--- src/rtl/rob_wb_arbiter_pkg.sv ---
// Shared definitions for the ROB write-back arbiter: default widths,
// idle ("free") fill values driven on unused write ports, and the
// enable encoding used on the ROB write enables.
// Optional feature macro: WB_PERF_CNT_EN (per-slot conflict counters).
package rob_wb_arbiter_pkg;

    localparam int DEF_NUM_REQ = 4;
    localparam int DEF_TAG_W   = 5;
    localparam int DEF_DATA_W  = 32;
    localparam int DEF_NAME_W  = 5;
    localparam int PERF_W      = 16;

    // Idle write ports repeat these bits across the whole field.
    localparam logic TAG_FREE_BIT  = 1'b0;
    localparam logic DATA_FREE_BIT = 1'b0;
    localparam logic NAME_FREE_BIT = 1'b0;

    typedef enum logic {
        WB_DISABLE = 1'b0,
        WB_ENABLE  = 1'b1
    } wbEnable_e;

endpackage

--- src/rtl/rob_wb_arbiter_if.sv ---
// Bundle of the unit result buses and the two ROB write ports.
// The execution-unit/ROB side uses the master modport, the arbiter
// uses the slave modport. WB_PERF_CNT_EN adds the perf_conflict output.
interface rob_wb_arbiter_if #(
    parameter int NUM_REQ = 4,
    parameter int TAG_W   = 5,
    parameter int DATA_W  = 32,
    parameter int NAME_W  = 5
);
    logic                    clr;
    logic [NUM_REQ-1:0]        req_valid;
    logic [NUM_REQ-1:0]        req_ready;
    logic [NUM_REQ*TAG_W-1:0]  req_tag;
    logic [NUM_REQ*DATA_W-1:0] req_data;
    logic [NUM_REQ*NAME_W-1:0] req_name;

    logic              en_wrt_o;
    logic [TAG_W-1:0]  wrt_tag_o;
    logic [DATA_W-1:0] wrt_data_o;
    logic [NAME_W-1:0] wrt_name_o;

    logic              en_wrt_t;
    logic [TAG_W-1:0]  wrt_tag_t;
    logic [DATA_W-1:0] wrt_data_t;
    logic [NAME_W-1:0] wrt_name_t;

`ifdef WB_PERF_CNT_EN
    logic [NUM_REQ*16-1:0] perf_conflict;

    modport master (
        output clr, req_valid, req_tag, req_data, req_name,
        input  req_ready,
        input  en_wrt_o, wrt_tag_o, wrt_data_o, wrt_name_o,
        input  en_wrt_t, wrt_tag_t, wrt_data_t, wrt_name_t,
        input  perf_conflict
    );

    modport slave (
        input  clr, req_valid, req_tag, req_data, req_name,
        output req_ready,
        output en_wrt_o, wrt_tag_o, wrt_data_o, wrt_name_o,
        output en_wrt_t, wrt_tag_t, wrt_data_t, wrt_name_t,
        output perf_conflict
    );
`else
    modport master (
        output clr, req_valid, req_tag, req_data, req_name,
        input  req_ready,
        input  en_wrt_o, wrt_tag_o, wrt_data_o, wrt_name_o,
        input  en_wrt_t, wrt_tag_t, wrt_data_t, wrt_name_t
    );

    modport slave (
        input  clr, req_valid, req_tag, req_data, req_name,
        output req_ready,
        output en_wrt_o, wrt_tag_o, wrt_data_o, wrt_name_o,
        output en_wrt_t, wrt_tag_t, wrt_data_t, wrt_name_t
    );
`endif

endinterface

--- src/rtl/rob_wb_arbiter_rr_pick2.sv ---
// Round-robin picker that selects up to two pending slots per cycle.
// Scanning starts at rr_ptr and wraps; the first hit goes to port O,
// the second to port T. last_idx is the final winner so the caller can
// move the pointer just past it.
module rr_pick2 #(
    parameter int NUM_REQ = 4,
    parameter int PTR_W   = $clog2(NUM_REQ)
) (
    input  logic [NUM_REQ-1:0] pend,
    input  logic [PTR_W-1:0]   rr_ptr,
    output logic [NUM_REQ-1:0] gnt_o,
    output logic [NUM_REQ-1:0] gnt_t,
    output logic               any_o,
    output logic               any_t,
    output logic [PTR_W-1:0]   last_idx
);

    logic [PTR_W-1:0] scanIdx;

    // Wrap-around scan from the pointer, taking the first two pending slots.
    always_comb begin
        gnt_o    = '0;
        gnt_t    = '0;
        any_o    = 1'b0;
        any_t    = 1'b0;
        last_idx = '0;
        scanIdx  = '0;
        for (int k = 0; k < NUM_REQ; k++) begin
            scanIdx = PTR_W'((int'(rr_ptr) + k) % NUM_REQ);
            if (pend[scanIdx] && !any_t) begin
                if (!any_o) begin
                    gnt_o[scanIdx] = 1'b1;
                    any_o          = 1'b1;
                end else begin
                    gnt_t[scanIdx] = 1'b1;
                    any_t          = 1'b1;
                end
                last_idx = scanIdx;
            end
        end
    end

endmodule

--- src/rtl/rob_wb_arbiter.sv ---
// Shares the ROB's two write-back ports among NUM_REQ execution units.
// Each unit owns a one-entry holding slot; a round-robin picker drains up
// to two slots per cycle. A flush (clr) drops every held result.
// Optional feature macro: WB_PERF_CNT_EN adds 16-bit saturating counters
// of cycles each slot waited while pending.
module rob_wb_arbiter
    import rob_wb_arbiter_pkg::*;
#(
    parameter int NUM_REQ = DEF_NUM_REQ,
    parameter int TAG_W   = DEF_TAG_W,
    parameter int DATA_W  = DEF_DATA_W,
    parameter int NAME_W  = DEF_NAME_W
) (
    input logic clk,
    input logic rst,
    rob_wb_arbiter_if.slave bus
);

    localparam int PTR_W = $clog2(NUM_REQ);
    localparam logic [TAG_W-1:0]  TAG_FREE  = {TAG_W{TAG_FREE_BIT}};
    localparam logic [DATA_W-1:0] DATA_FREE = {DATA_W{DATA_FREE_BIT}};
    localparam logic [NAME_W-1:0] NAME_FREE = {NAME_W{NAME_FREE_BIT}};

    logic [NUM_REQ-1:0] pend;
    logic [TAG_W-1:0]   slotTag  [NUM_REQ];
    logic [DATA_W-1:0]  slotData [NUM_REQ];
    logic [NAME_W-1:0]  slotName [NUM_REQ];
    logic [PTR_W-1:0]   rrPtr;

    logic [NUM_REQ-1:0] pickO;
    logic [NUM_REQ-1:0] pickT;
    logic               anyO;
    logic               anyT;
    logic [PTR_W-1:0]   lastIdx;

    logic [NUM_REQ-1:0] grantO;
    logic [NUM_REQ-1:0] grantT;
    logic [NUM_REQ-1:0] grantAny;
    logic [NUM_REQ-1:0] ready;

    rr_pick2 #(
        .NUM_REQ (NUM_REQ),
        .PTR_W   (PTR_W)
    ) picker (
        .pend     (pend),
        .rr_ptr   (rrPtr),
        .gnt_o    (pickO),
        .gnt_t    (pickT),
        .any_o    (anyO),
        .any_t    (anyT),
        .last_idx (lastIdx)
    );

    // A flush masks every grant; ready lets a granted slot refill in the same cycle.
    always_comb begin
        grantO   = bus.clr ? '0 : pickO;
        grantT   = bus.clr ? '0 : pickT;
        grantAny = grantO | grantT;
        ready    = {NUM_REQ{~bus.clr}} & (~pend | grantAny);
    end

    assign bus.req_ready = ready;
    assign bus.en_wrt_o  = (anyO && !bus.clr) ? WB_ENABLE : WB_DISABLE;
    assign bus.en_wrt_t  = (anyT && !bus.clr) ? WB_ENABLE : WB_DISABLE;

    // One-hot write-port muxes; ports fall back to the free values when idle.
    always_comb begin
        bus.wrt_tag_o  = TAG_FREE;
        bus.wrt_data_o = DATA_FREE;
        bus.wrt_name_o = NAME_FREE;
        bus.wrt_tag_t  = TAG_FREE;
        bus.wrt_data_t = DATA_FREE;
        bus.wrt_name_t = NAME_FREE;
        for (int i = 0; i < NUM_REQ; i++) begin
            if (grantO[i]) begin
                bus.wrt_tag_o  = slotTag[i];
                bus.wrt_data_o = slotData[i];
                bus.wrt_name_o = slotName[i];
            end
            if (grantT[i]) begin
                bus.wrt_tag_t  = slotTag[i];
                bus.wrt_data_t = slotData[i];
                bus.wrt_name_t = slotName[i];
            end
        end
    end

    // Holding slots: flush clears, handshake loads, otherwise a grant drains.
    always_ff @(posedge clk) begin
        if (!rst) begin
            pend <= '0;
            for (int i = 0; i < NUM_REQ; i++) begin
                slotTag[i]  <= TAG_FREE;
                slotData[i] <= DATA_FREE;
                slotName[i] <= NAME_FREE;
            end
        end else begin
            for (int i = 0; i < NUM_REQ; i++) begin
                if (bus.clr) begin
                    pend[i] <= 1'b0;
                end else if (bus.req_valid[i] && ready[i]) begin
                    pend[i]     <= 1'b1;
                    slotTag[i]  <= bus.req_tag[i*TAG_W +: TAG_W];
                    slotData[i] <= bus.req_data[i*DATA_W +: DATA_W];
                    slotName[i] <= bus.req_name[i*NAME_W +: NAME_W];
                end else if (grantAny[i]) begin
                    pend[i] <= 1'b0;
                end
            end
        end
    end

    // Pointer moves just past the last winner so a losing slot is first next time.
    always_ff @(posedge clk) begin
        if (!rst) begin
            rrPtr <= '0;
        end else if (anyO && !bus.clr) begin
            rrPtr <= (lastIdx == PTR_W'(NUM_REQ - 1)) ? '0 : lastIdx + PTR_W'(1);
        end
    end

`ifdef WB_PERF_CNT_EN
    logic [PERF_W-1:0] perfCnt [NUM_REQ];

    // Count cycles a slot sat pending without a grant; saturate at all-ones.
    always_ff @(posedge clk) begin
        if (!rst) begin
            for (int i = 0; i < NUM_REQ; i++) begin
                perfCnt[i] <= '0;
            end
        end else begin
            for (int i = 0; i < NUM_REQ; i++) begin
                if (pend[i] && !grantAny[i] && !bus.clr && (perfCnt[i] != '1)) begin
                    perfCnt[i] <= perfCnt[i] + PERF_W'(1);
                end
            end
        end
    end

    for (genvar g = 0; g < NUM_REQ; g++) begin : g_perf
        assign bus.perf_conflict[g*PERF_W +: PERF_W] = perfCnt[g];
    end
`endif

`ifndef SYNTHESIS
    logic dupTag;

    // Two live slots carrying one tag would make the ROB write the same entry twice.
    always_comb begin
        dupTag = 1'b0;
        for (int i = 0; i < NUM_REQ; i++) begin
            for (int j = i + 1; j < NUM_REQ; j++) begin
                if (pend[i] && pend[j] && (slotTag[i] == slotTag[j])) begin
                    dupTag = 1'b1;
                end
            end
        end
    end

    // Flag duplicate pending tags while out of reset.
    always_ff @(posedge clk) begin
        if (rst) begin
            assert (!dupTag);
        end
    end
`endif

endmodule

--- src/flat_wrapper.sv ---
// flat-port wrapper written by rule: the top's interface ports become plain ports
module rob_wb_arbiter_flat import rob_wb_arbiter_pkg::*;
#(
    parameter int NUM_REQ = DEF_NUM_REQ,
    parameter int TAG_W   = DEF_TAG_W,
    parameter int DATA_W  = DEF_DATA_W,
    parameter int NAME_W  = DEF_NAME_W
)
  (clk, rst, bus_clr, bus_req_valid, bus_req_tag, bus_req_data, bus_req_name, bus_req_ready, bus_en_wrt_o, bus_wrt_tag_o, bus_wrt_data_o, bus_wrt_name_o, bus_en_wrt_t, bus_wrt_tag_t, bus_wrt_data_t, bus_wrt_name_t);
  rob_wb_arbiter_if #(.NUM_REQ(NUM_REQ), .TAG_W(TAG_W), .DATA_W(DATA_W), .NAME_W(NAME_W)) bus_i ();
  input logic clk;
  input logic rst;
  input wire logic [$bits(bus_i.clr)-1:0] bus_clr;
  input wire logic [$bits(bus_i.req_valid)-1:0] bus_req_valid;
  input wire logic [$bits(bus_i.req_tag)-1:0] bus_req_tag;
  input wire logic [$bits(bus_i.req_data)-1:0] bus_req_data;
  input wire logic [$bits(bus_i.req_name)-1:0] bus_req_name;
  output wire logic [$bits(bus_i.req_ready)-1:0] bus_req_ready;
  output wire logic [$bits(bus_i.en_wrt_o)-1:0] bus_en_wrt_o;
  output wire logic [$bits(bus_i.wrt_tag_o)-1:0] bus_wrt_tag_o;
  output wire logic [$bits(bus_i.wrt_data_o)-1:0] bus_wrt_data_o;
  output wire logic [$bits(bus_i.wrt_name_o)-1:0] bus_wrt_name_o;
  output wire logic [$bits(bus_i.en_wrt_t)-1:0] bus_en_wrt_t;
  output wire logic [$bits(bus_i.wrt_tag_t)-1:0] bus_wrt_tag_t;
  output wire logic [$bits(bus_i.wrt_data_t)-1:0] bus_wrt_data_t;
  output wire logic [$bits(bus_i.wrt_name_t)-1:0] bus_wrt_name_t;
  assign bus_i.clr = bus_clr;
  assign bus_i.req_valid = bus_req_valid;
  assign bus_i.req_tag = bus_req_tag;
  assign bus_i.req_data = bus_req_data;
  assign bus_i.req_name = bus_req_name;
  assign bus_req_ready = bus_i.req_ready;
  assign bus_en_wrt_o = bus_i.en_wrt_o;
  assign bus_wrt_tag_o = bus_i.wrt_tag_o;
  assign bus_wrt_data_o = bus_i.wrt_data_o;
  assign bus_wrt_name_o = bus_i.wrt_name_o;
  assign bus_en_wrt_t = bus_i.en_wrt_t;
  assign bus_wrt_tag_t = bus_i.wrt_tag_t;
  assign bus_wrt_data_t = bus_i.wrt_data_t;
  assign bus_wrt_name_t = bus_i.wrt_name_t;
  rob_wb_arbiter #(.NUM_REQ(NUM_REQ), .TAG_W(TAG_W), .DATA_W(DATA_W), .NAME_W(NAME_W)) u_core (.clk(clk), .rst(rst), .bus(bus_i));
endmodule
--- config.mk ---
export PLATFORM = sky130hd
export DESIGN_NAME = rob_wb_arbiter_flat
export DESIGN_NICKNAME = d
export VERILOG_FILES = /design/src/rtl/rob_wb_arbiter_pkg.sv /design/src/rtl/rob_wb_arbiter_if.sv /design/src/rtl/rob_wb_arbiter_rr_pick2.sv /design/src/rtl/rob_wb_arbiter.sv /design/src/flat_wrapper.sv
export SDC_FILE = /design/constraint.sdc
export NUM_CORES = 1
export LEC_CHECK = 0
export BUFFER_PORTS_ARGS = -buffer_cell sky130_fd_sc_hd__buf_2
export CORE_UTILIZATION = 30
export DETAILED_ROUTE_END_ITERATION = 10
export PLACE_DENSITY = 0.46
export SLEW_MARGIN = 25
export SYNTH_ARGS = -nofsm -noshare
export SYNTH_HDL_FRONTEND = slang
export SYNTH_SLANG_ARGS = --single-unit
--- constraint.sdc ---
create_clock -name clk -period 8.2 [get_ports clk]
set_clock_uncertainty 0.1 [all_clocks]
set_input_delay 0.82 -clock clk [delete_from_list [all_inputs] [get_ports clk]]
set_output_delay 0.82 -clock clk [all_outputs]
set_load 0.02 [all_outputs]
# Word level (Yosys, flattened, before mapping)
# Memories as Yosys holds them, arrays and structs flattened.
# Cells that the tools add are included.
# totals
reg_bits	6
ram_bits	168
inputBits	175
n_memories	3
# mem_list
name	words	width	read_ports	rd_clocked_by_memory_dff	write_ports	line	text
u_core.slotData	4	32	4	0	4	rob_wb_arbiter.sv:26	logic [DATA_W-1:0] slotData [NUM_REQ];
u_core.slotName	4	5	4	0	4	rob_wb_arbiter.sv:27	logic [NAME_W-1:0] slotName [NUM_REQ];
u_core.slotTag	4	5	4	0	4	rob_wb_arbiter.sv:25	logic [TAG_W-1:0] slotTag [NUM_REQ];
# classes
addsub	4
n_lt_le_gt_ge	8
eq_ne	1
n_mux	109
n_bitwise	23
reduce_logical	20
# op_table
cell	count
$mux 32	12
$mux 5	24
$mux 4	15
$mux 1	45
$or 4x4->4	7
$logic_and 1x1->1	12
$lt 2x3->1 const B	4
$or 1x1->1	12
$mux 2	5
$bmux 1 s2	4
$demux 1 s2	4
$ge 2x1->1 const B	4
$reduce_bool 2->1	4
$add 2x1->2 const B	2
$add 2x2->2 const B	2
$and 4x4->4	1
$not 4->4	1
$logic_not 1->1	3
$eq 2x2->1 const B	1
$not 1->1	2
$reduce_or 2->1	1

# Depth between registers and ports, before layout
# depth
word_depth	24
depth_mapped	12
mapped_depth_nobuf	9

# Modules after synthesis
# A second synthesis with hierarchy kept.
# unflattened
cells_unflattened	874
area_unflattened_um2	9664.3
# by_module_without_submodules
module	n_inst	cells_each	area_each_um2	seq_area_each_um2
rob_wb_arbiter	1	799	9056.2	5165.0
rr_pick2	1	75	608.1	0.0

# Worst setup path before layout
# No wires, ideal clock.
# synth_timing
kind	reg2reg
startpoint	reg u_core.rrPtr[1]
endpoint	mem u_core.slotData[1][0], enable pin
setup_time_ps	505
t_arrival_ps	5588
path_slack_ps	2007
stages_incl_launch_ff	13
n_path_buf	4
period_less_slack_ps	6193
cell_sequence	dfxtp_1 -> inv_1 -> ha_1 -> clkbuf_1 -> buf_2 -> a22oi_1 -> o21ai_1 -> and2_1 -> or2_1 -> buf_2 -> buf_2 -> nor3_1 -> o31ai_1
# synth_lines
element	line	text
start: declaration	rob_wb_arbiter.sv:28	logic [PTR_W-1:0] rrPtr;
start signal: assignment	rob_wb_arbiter.sv:118	rrPtr <= (lastIdx == PTR_W'(NUM_REQ - 1)) ? '0 : lastIdx + PTR_W'(1);
end: declaration	rob_wb_arbiter.sv:26	

==> load_flow_metrics.sql <==
INSERT INTO impl_metrics (metric_group, metric, value, unit) VALUES
('timing', 'hold_ws', '0.524', 'ns'),
('final_layout', 'multi_input_comb_area', '0.00462', 'mm2'),
('cts', 'htree_levels', '4', ''),
('die', 'fp.dieW', '185', 'um'),
('yosys', 'synth.area.mux_share', '0.0192', ''),
('worst_setup_path', 'worstPathMaxFanout', '42', ''),
('final_layout', 'register_area', '0.00516', 'mm2'),
('yosys', 'ys_types', '56', ''),
('yosys', 'synthesis.nets', '1162', ''),
('power', 'power_per_cell_area', '197', 'mW/mm2'),
('worst_setup_path', 'r2r.worst_path.cells', '8', ''),
('worst_setup_path', 'critical-path-max-stage-delay', '1.03', 'ns'),
('drt', 'drt_iter0_markers', '672', ''),
('yosys', 'ys_seq_area_frac', '0.512', ''),
('yosys', 'ys_seq_elements', '174', ''),
('drt', 'remaining_drc_errors', '0', ''),
('cts', 'cts_repair_resize_count', '0', ''),
('drt', 'postRouteWirelength', '38300', 'um'),
('worst_setup_path', 'crit_slowest_cell', 'and2_2', ''),
('yosys', 'synth_edf_count', '168', ''),
('yosys', 'post_synth_and_or_nand_nor_area_fraction', '0.180', ''),
('placed_design', 'pre_cts_slack', '2.16', 'ns'),
('timing', 'final.period_utilization', '0.775', ''),
('cts', 'clk-insertion-delay-late', '0.44', 'ns'),
('die', 'number_of_placed_i_o_pins', '265', ''),
('yosys', 'largest_family_of_logic_cells_by_synthesized_area', 'compound AO/OA/AOI/OAI gates', ''),
('yosys', 'post_synth_inst_count', '979', ''),
('yosys', 'yosysWarningCount', '0', ''),
('power', 'p_leak', '4.79', 'nW'),
('yosys', 'yosys-top-cells-area', 'edfxtp_1 (50%), and2_1 (9.2%), o21ai_0 (7.7%)', ''),
('timing', 'rsz0062_at_grt', 'no', ''),
('grt', 'global_route.overflow_total', '0', ''),
('status', 'status', 'finished clean', ''),
('die', 'floorplan.core_area', '0.0328', 'mm2'),
('worst_setup_path', 'crit_arrival', '5.43', 'ns'),
('final_layout', 'leading_cell_type_in_the_layout_fill_and_taps_excluded', 'buf_2', ''),
('cts', 'root_buffer', 'clkbuf_16', ''),
('final_layout', 'nFillCells', '3377', ''),
('power', 'peakVddDrop', '0.000141', 'V'),
('grt', 'grt_start_max_net_pins', '46', ''),
('grt', 'first_global_vias', '8787', ''),
('final_layout', 'finalInstanceArea', '0.0124', 'mm2'),
('power', 'p_total', '0.00245', 'W'),
('worst_setup_path', 'crit_type', 'flop to primary output', ''),
('timing', 'post-route-worst-setup-slack', '1.85', 'ns'),
('worst_setup_path', 'destination_of_the_worst_register_to_register_timing_path', 'u_core.slotData[0][16]', ''),
('drt', 'detailedRoute.firstPassIterationCount', '7', ''),
('worst_setup_path', 'worst-r2r-setup-slack', '3.53', 'ns'),
('worst_setup_path', 'critPathLaunchType', 'flop', ''),
('yosys', 'post-synth-top-area-cell', 'edfxtp_1', ''),
('worst_setup_path', 'setup.worst_path.end_class', 'primary output', ''),
('worst_setup_path', 'cell_chain_of_the_critical_path', 'buf_4 -> inv_1 -> ha_1 -> mux2i_1 -> mux2_2 -> nor2_1 -> a221oi_1 -> and2_2 -> o21ai_0 -> o21ai_0 -> buf_2', ''),
('yosys', 'fraction_of_synthesized_cell_area_in_xor_and_xnor_cells', '0.00248', ''),
('placed_design', 'detailed_place_hpwl', '23800', 'um'),
('yosys', 'ys_dominant_reg_cell', 'edfxtp_1', ''),
('timing', 'timing_worst_slew_pin_value', '1.10', 'ns'),
('timing', 'max_clock_freq', '157', 'MHz'),
('cts', 'cts_buffers', '17', ''),
('cts', 'cts_tree', 'built', ''),
('grt', 'global_route_wire_length_before_repair', '54800', 'um'),
('yosys', 'postSynthAreaPerCell', '10.3', 'um2'),
('placed_design', 'dpl-instance-area', '0.0118', 'mm2'),
('timing', 'max_slew_margin', '0.265', ''),
('drt', 'wl_per_cell', '23.3', 'um'),
('grt', 'grtUsageTotal', '0.219', ''),
('worst_setup_path', 'timing.critical_path.mode_cell', 'o21ai_0', ''),
('placed_design', 'routability_driven_placement_congestion_ratio', '0.820', ''),
('timing', 'hold_violations', '0', ''),
('final_layout', 'mostFrequentLayoutCells', 'buf_2 (264), edfxtp_1 (168), o21ai_0 (155), and2_1 (147), nand2_1 (93)', ''),
('drt', 'detail-route-antenna-nets', '0', ''),
('cts', 'post_cts_hold_buffer_count', '0', '');
==> worst min-delay path by stage <==
stage,start,end,depth (start not counted)
CTS,bus_req_valid[3],u_core.pend[3],2
global placement,flop,flop,3
finish,bus_req_valid[3],u_core.pend[3],2
global route,bus_req_valid[3],u_core.pend[3],2
detailed placement,flop,flop,3
floorplan,u_core.pend[0],u_core.pend[0],3
==> Yosys cell counts (8+ instances only) <==
master,number
a21boi_0,43
a311oi_1,42
o21ai_0,155
nor2b_1,8
clkbuf_1,61
edfxtp_1,168
a221oi_1,45
and2_1,149
ha_1,8
nor2_1,23
nand2_1,95
a21oi_1,8
buf_2,24
o21ai_1,23
and2_4,27
inv_1,12
==> registers in the layout (all words and copies together), names as in the netlist, named ones only <==
name and count:
u_core.slotData 128, u_core.slotName 20, u_core.slotTag 20, u_core.pend 4, u_core.rrPtr 1
==> stage by stage <==
stage                     std cells   util
final                          1644  0.379
after global placement         1610  0.360
after detailed placement       1611  0.361
after CTS                      1643  0.379
after floorplan                 979      -
after global routing           1644  0.379
==> layout make-up <==
type / count / share of cell area
diodes: 1 / 0.000201
clock buffers: 18 / 0.0345
clock inverters: 14 / 0.0129
inverters: 12 / 0.00362
multi-input cells: 702 / 0.372
flip-flops and latches: 174 / 0.416
well taps: 442 / 0.0445
repair buffers: 281 / 0.117
==> routing by layer <==
| layer | track usage | part of all wire | vias up |
|---|---|---|---|
| met5 | 0 | 0 | - |
| li1 | - | - | 4063 |
| met3 | 0.0348 | 0.058 | 43 |
| met1 | 0.293 | 0.45 | 4441 |
| met4 | 0.0717 | 0.020 | 0 |
| met2 | 0.361 | 0.48 | 386 |
==> kinds of logic (layout without fill, tap and decap cells) <==
group,count (synthesis),count (layout)
XOR/XNOR,2,2
adder cells (fa/ha/maj),8,8
buffers and inverters,103,325
AND/OR/NAND/NOR,325,325
flip-flops,174,174
AO/OA/AOI/OAI,352,352
other,0,1
multiplexers,15,15
==> power breakdown <==
part	leakage, nW	switching (W)	internal (W)
Combinational	2.69	0.000357	0.000182
Sequential	1.83	0.0000380	0.00104
Clock	0.278	0.000380	0.000454
==> critical path: cells and delay by family, from the launching register on <==
family,cells,cell delay (ns)
compound gates,3,1.39
fa+ha+maj,1,0.70
buf+inv,3,0.75
flops,1,0.31
mux,2,0.73
simple gates,2,1.09
Power figures use the tool's default switching activity.
